**src/rtl/reset_sequencer.sv**
```systemverilog
// Ordered reset-release controller: holds all stage resets for HOLD_CYCLES, then
// releases stages one at a time, each gated by the previous stage's ack plus a settle delay.
module reset_sequencer #(
  parameter int unsigned NUM_STAGES  = 4,
  parameter int unsigned HOLD_CYCLES = 16,
  parameter int unsigned STAGE_DELAY = 8,
  parameter int unsigned ACK_TIMEOUT = 255,
  localparam int unsigned IW = (NUM_STAGES > 1) ? $clog2(NUM_STAGES) : 1
) (
  input  logic                  clk,
  input  logic                  reset,
  input  logic                  sw_reset_req,
  input  logic [NUM_STAGES-1:0] stage_ack,
  output logic [NUM_STAGES-1:0] stage_rst,
  output logic                  seq_busy,
  output logic                  seq_done,
  output logic                  timeout_err,
  output logic [IW-1:0]         fail_stage
);

  localparam int unsigned HD_MAX  = (HOLD_CYCLES > STAGE_DELAY) ? HOLD_CYCLES : STAGE_DELAY;
  localparam int unsigned CNT_MAX = (HD_MAX > ACK_TIMEOUT) ? HD_MAX : ACK_TIMEOUT;
  localparam int unsigned CW      = $clog2(CNT_MAX + 1);

  localparam logic [2:0] S_ASSERT = 3'd0;
  localparam logic [2:0] S_WAIT   = 3'd1;
  localparam logic [2:0] S_SETTLE = 3'd2;
  localparam logic [2:0] S_DONE   = 3'd3;
  localparam logic [2:0] S_ERROR  = 3'd4;

  logic [2:0]            state_q, state_d;
  logic [IW-1:0]         idx_q, idx_d;
  logic [CW-1:0]         cnt_q, cnt_d;
  logic [NUM_STAGES-1:0] rst_q, rst_d;
  logic                  busy_q, busy_d;
  logic                  done_q, done_d;
  logic                  err_q, err_d;
  logic [IW-1:0]         fail_q, fail_d;

  // State and output registers; synchronous reset restarts the whole sequence.
  always_ff @(posedge clk) begin
    if (reset) begin
      state_q <= S_ASSERT;
      idx_q   <= '0;
      cnt_q   <= '0;
      rst_q   <= '1;
      busy_q  <= 1'b1;
      done_q  <= 1'b0;
      err_q   <= 1'b0;
      fail_q  <= '0;
    end else begin
      state_q <= state_d;
      idx_q   <= idx_d;
      cnt_q   <= cnt_d;
      rst_q   <= rst_d;
      busy_q  <= busy_d;
      done_q  <= done_d;
      err_q   <= err_d;
      fail_q  <= fail_d;
    end
  end

  // Next-state and next-output logic; outputs are computed one edge ahead.
  always_comb begin
    state_d = state_q;
    idx_d   = idx_q;
    cnt_d   = cnt_q;
    rst_d   = rst_q;
    busy_d  = busy_q;
    done_d  = done_q;
    err_d   = err_q;
    fail_d  = fail_q;
    case (state_q)
      S_ASSERT: begin
        if (cnt_q == CW'(HOLD_CYCLES - 1)) begin
          rst_d[0] = 1'b0;
          cnt_d    = '0;
          state_d  = S_WAIT;
        end else begin
          cnt_d = cnt_q + CW'(1);
        end
      end
      S_WAIT: begin
        // An ack on the final timeout cycle still counts.
        if (stage_ack[idx_q]) begin
          cnt_d = '0;
          if (idx_q == IW'(NUM_STAGES - 1)) begin
            state_d = S_DONE;
            busy_d  = 1'b0;
            done_d  = 1'b1;
          end else begin
            state_d = S_SETTLE;
          end
        end else if (cnt_q == CW'(ACK_TIMEOUT - 1)) begin
          state_d      = S_ERROR;
          fail_d       = idx_q;
          rst_d[idx_q] = 1'b1;
          busy_d       = 1'b0;
          err_d        = 1'b1;
          cnt_d        = '0;
        end else begin
          cnt_d = cnt_q + CW'(1);
        end
      end
      S_SETTLE: begin
        if (cnt_q == CW'(STAGE_DELAY - 1)) begin
          idx_d        = idx_q + IW'(1);
          rst_d[idx_d] = 1'b0;
          cnt_d        = '0;
          state_d      = S_WAIT;
        end else begin
          cnt_d = cnt_q + CW'(1);
        end
      end
      S_DONE, S_ERROR: begin
        if (sw_reset_req) begin
          state_d = S_ASSERT;
          idx_d   = '0;
          cnt_d   = '0;
          rst_d   = '1;
          busy_d  = 1'b1;
          done_d  = 1'b0;
          err_d   = 1'b0;
          fail_d  = '0;
        end
      end
      default: begin
        state_d = S_ASSERT;
        idx_d   = '0;
        cnt_d   = '0;
        rst_d   = '1;
        busy_d  = 1'b1;
        done_d  = 1'b0;
        err_d   = 1'b0;
        fail_d  = '0;
      end
    endcase
  end

  assign stage_rst   = rst_q;
  assign seq_busy    = busy_q;
  assign seq_done    = done_q;
  assign timeout_err = err_q;
  assign fail_stage  = fail_q;

endmodule
```
**config.mk**
```make
export PLATFORM = sky130hd
export DESIGN_NAME = reset_sequencer
export DESIGN_NICKNAME = d
export VERILOG_FILES = /design/src/rtl/reset_sequencer.sv
export SDC_FILE = /design/constraint.sdc
export NUM_CORES = 1
export LEC_CHECK = 0
export ABC_AREA = 1
export CORE_UTILIZATION = 60
export CTS_BUF_LIST = sky130_fd_sc_hd__clkbuf_16
export DETAILED_ROUTE_END_ITERATION = 12
export DONT_BUFFER_PORTS = 1
export GPL_ROUTABILITY_DRIVEN = 0
export PLACE_DENSITY = 0.76
export SYNTH_ARGS = -nofsm -noshare
export SYNTH_HDL_FRONTEND = slang
export SYNTH_SLANG_ARGS = --single-unit
```
**constraint.sdc**
```tcl
create_clock -name clk -period 3.2 [get_ports clk]
set_clock_uncertainty 0.15 [all_clocks]
set_input_delay 0.96 -clock clk [delete_from_list [all_inputs] [get_ports clk]]
set_output_delay 0.96 -clock clk [all_outputs]
set_load 0.02 [all_outputs]
```
# Word level (Yosys, flattened, before mapping)
# Cells that the tools add are included.
[op_classes]
n_addsub = 2
n_lt_le_gt_ge = 4
eq_ne = 17
mux = 44
bitwise = 6
n_reduce_logical = 13
[ops]
columns = ["cell", "n"]
rows = [
  ["8-bit 2-to-1 mux", 5],
  ["8-bit case mux with 4 select lines", 1],
  ["3-bit case mux with 4 select lines", 2],
  ["4-bit 2-to-1 mux", 4],
  ["4-bit AND reduction", 4],
  ["3-bit 2-to-1 mux", 5],
  ["1-bit 2-to-1 mux", 14],
  ["2-bit inequality test, second input constant", 7],
  ["2-bit case mux with 3 select lines", 2],
  ["5-bit AND reduction", 2],
  ["1-bit case mux with 3 select lines", 3],
  ["8-bit by 1-bit adder with 8-bit output, second input constant", 1],
  ["8-bit by 3-bit == test with 1-bit output, second input constant", 1],
  ["8-bit by 4-bit == test with 1-bit output, second input constant", 1],
  ["8-bit == test, second input constant", 1],
  ["2-bit 2-to-1 mux", 4],
  ["3-bit by 2-bit == test with 1-bit output, second input constant", 2],
  ["2-bit by 3-bit less-than comparator with 1-bit output, second input constant", 2],
  ["3-bit inequality test, second input constant", 2],
  ["2-bit OR reduction", 3],
  ["4-bit bitwise AND", 1],
  ["1-bit demux with 2-bit select", 2],
  ["2-bit by 1-bit greater-or-equal comparator with 1-bit output, second input constant", 2],
  ["4-bit inverter", 1],
  ["11 further kinds", 14],
]
[totals]
ff_bits = 22
input_bits = 7
output_inout_bits = 9
elab_cells = 95

# Longest topological paths before layout
[depth]
word_depth = 9
mapped_depth = 11
depth_no_buf = 11

# Least setup slack after synthesis
# Ideal clock, no wire load.
[synth_timing]
kind = "in2reg"
start = "in sw_reset_req"
end = "reg busy_q (netlist: seq_busy)"
setup_ns = 0.134
arrival_time_ns = 1.641
required_time_ns = 2.916
slack_ns = 1.276
cell_stages = 7
path_buffers = 1
path_cell_list = "a21oi_1 nor2b_1 buf_4 nor2_4 nand2_1 o21ai_1 nand3_1"
[synth_between]
elab_chain_len = 2
[synth_rtl]
columns = ["item", "line", "source"]
rows = [
  ["from (decl)", "12", "input logic sw_reset_req,"],
  ["2-bit inequality test (no source line)", "-", ""],
  ["4-bit AND reduction (no source line)", "-", ""],
  ["to (signal assigned)", "56", "busy_q <= busy_d;"],
  ["to (decl)", "35", "logic busy_q, busy_d;"],
]
# No other way between the ends.
# A chain may end at the register's enable or synchronous reset.

# Final worst setup path
[layout_timing]
start = "reg state_q[2]"
end = "reg rst_q[1] (netlist: stage_rst[1])"
[layout_between]
elab_chain_len = 4
word_cells_on_any_way = 13
classes_between = "8 x eq/ne; 1 x mux; 1 x bitwise; 3 x reduce/logical"
[layout_rtl]
columns = ["item", "line", "source"]
rows = [
  ["from (decl)", "31", "logic [2:0] state_q, state_d;"],
  ["from (signal assigned)", "52", "state_q <= state_d;"],
  ["3-bit by 2-bit == test with 1-bit output / 3-bit == test (equally long branches)", "73", "case (state_q)"],
  ["2-bit OR reduction", "73", ""],
  ["2-bit inequality test (no source line)", "-", ""],
  ["5-bit AND reduction (no source line)", "-", ""],
  ["to (signal assigned)", "55", "rst_q <= rst_d;"],
  ["to (decl)", "34", "logic [NUM_STAGES-1:0] rst_q, rst_d;"],
]
# Several ways; a longest one is shown, not always the timed one.

==> results.md <==
* Status: finished, final reports clean
* Multi-input logic area at ~800 µm²
* Worst skew pair latency at around 0.25 ns
* CTS sink cnt at 22
* Initial drt markers at 66
* First-pass GRT wire length at 4880 µm
* RSZ-0062 raised after global routing: no
* CP startpoint kind: register
* Final setup viols at 0
* Vias/cell at 5.58
* Core area at roughly 2000 µm²
* Fill cells at 174
* Leak at a little under 0.6 nW
* Register area at 440 µm²
* Commonest non-fill, non-tap cells in the layout: nand2_1, nand3_1, nor2_1, dfxtp_1, inv_1
* Worst path max stage delay at 0.47 ns
* Distinct cells, synth at 26
* PwrDens at around 1000 nW/µm²
* Hold-fix buffers, CTS at 0
* Pre-antenna DRT Iters at 4
* Part of the cycle the worst path needs at 60.1%
* Detailed Route WL at 2960 µm
* Worst setup path class: register to register
* Routed Antenna Nets at 0
* Hold path depth at 2
* Crit-path max FO at 12
* Number of antenna diodes at 0
* Final hold vios at 0
* Worst Path Arrival at 1.89 ns
* R2R depth at 8
* Initial antenna violation count at 0
* Register bit total from synthesis at 22
* Worst EP required at 3.17 ns
* Area contributors post-synth: dfxtp_1, nand2_1, nand3_1
* Syn Nets at 210
* Critical Path Sink Type: register
* Global route total overflow at 0
* Cell count after synthesis at about 200
* Most common cell after layout, fill and taps aside: nand2_1
* CTS Buf Count at 3
* Buffer count from post-CTS setup fixing at 0
* H-tree level count at 1
* Rel. slew slack at 60.9%
* Vias in the first global route at around 1200
* Pin count of the biggest net entering global routing at 17
* Placed wire-length estimate at about 2100 µm
* Clock Path Buffers at 2
* Fin nets at 213
* Routed WL per cell at 13.1 µm
* Final slew viol count at 0
* Height of the die at 48.8 µm
* DRC at 0
* Reg clk slew, reported paths at ~0.060 ns
* Overall Global Routing Usage at 25.8%
* Input/output buffers at 0
* Fin crit period at 1.92 ns
* Starting density of the core at 65.5%
* Setup_tns at 0 ns
* Mapped cell area at ~1300 µm²
* # resized after CTS at 0
* Vias after detailed routing at 1261
* Post-synthesis sequential area ratio at roughly 34%
* Worst slew pin tran at 0.587 ns
* Synth top area share at 33.6%
* Placement row count at 16
* Achievable frequency at roughly 520 MHz
* Root Driver: clkbuf_16
* Average footprint of a synthesized cell at 6.66 µm²
* Util after Layout at between 70% and 80%
* VDD IR max at 0.588 mV
* Die span in x at 48.8 µm
* TritonCTS clock tree: built
* MaxCap Viol Count at 0
* DP Area at 1330 µm²
* Share of layout cells above drive strength 1 at 9.05%
* Synthesis-to-finish area growth at 7.73%
* Synth warn at 0
* Worst path slowest cell: nor2_2
* Die area at 2380 µm²
* Hold crit path type: register to register
* I/O pin cnt at 16
* Worst path cell trace: inv_2 > nand2_2 > nor2_2 > nand3_1 > nand2_2 > nor2_2 > nand2_1 > nand3_1
* Yosys top cell by area: dfxtp_1
* Final instance area at 1410 µm²
==> metrics by stage <==
step                hold WS (ns)  total power, mW  instances  worst slack, ns
global route               0.405             1.59        226             1.17
CTS                        0.372             1.46        226             1.31
floorplan                  0.329             1.04        197             1.28
finish                     0.373             1.47        226             1.28
detailed placement         0.363             1.18        222             1.09
global placement           0.353             1.16        222             1.14
==> logic make-up (layout without fill, tap and decap cells) <==
group	Yosys count	count (layout)	synth area share (%)
DFF	22	22	33.6
AOI/OAI and AO/OA	28	28	11.4
and+or+nand+nor	118	118	41.8
buffers and inverters	22	24	6.87
xor gates and xnor gates	1	1	0.668
adders and majority gates	6	6	5.73
==> worst max-delay path, delay by kind of cell (launching register included) <==
family | cells | cell delay (ns)
flip-flops | 1 | 0.34
AND/OR/NAND/NOR | 7 | 1.21
buffers and inverters | 1 | 0.08
==> state kept, by name, summed over array words and instances, names as in the netlist <==
name         count
fail_stage       2
state_q          3
cnt_q            8
stage_rst        4
seq_busy         1
idx_q            2
seq_done         1
timeout_err      1
==> synth_stat cells (all sizes together) <==
cell,n
a21oi,12
buf,2
clkbuf,1
dfxtp,22
ha,6
inv,19
nand2,52
nand3,26
nand3b,3
nand4,5
nor2,26
nor2b,1
nor3,4
nor3b,1
o211ai,1
o21ai,14
o21bai,1
xnor2,1
==> report_power, final <==
part | internal, mW | leakage (nW) | total, mW | switching (mW)
Sequential | 0.348 | 0.180 | 0.453 | 0.105
Clock | 0.167 | 0.0385 | 0.266 | 0.0989
Combinational | 0.242 | 0.375 | 0.748 | 0.506
==> layer usage <==
layer | up-vias | global-route usage, % | routed length [µm]
li1 | 651 | - | -
met1 | 549 | 35.0 | 1410
met2 | 55 | 39.6 | 1290
met3 | 6 | 4.72 | 217
met4 | 0 | 11.8 | 39
met5 | - | 0 | 0
==> area by class of cell <==
type	count	share of cell area (%)
multi-input combinational	153	55.3
clock inverter	1	0.266
inverter	19	5.05
tap	27	2.39
timing repair buffer	1	0.531
sequential	22	31.2
clock buffer	3	5.31
==> path summary, 6_finish.rpt <==
path,start,to,slack [ns]
min reg2reg,cnt_q[5],cnt_q[5],0.37
max reg2reg,state_q[2],stage_rst[1],1.28
max,state_q[2],stage_rst[1],1.28
min,cnt_q[5],cnt_q[5],0.37
Note: power is estimated with default switching activity, not from simulation.
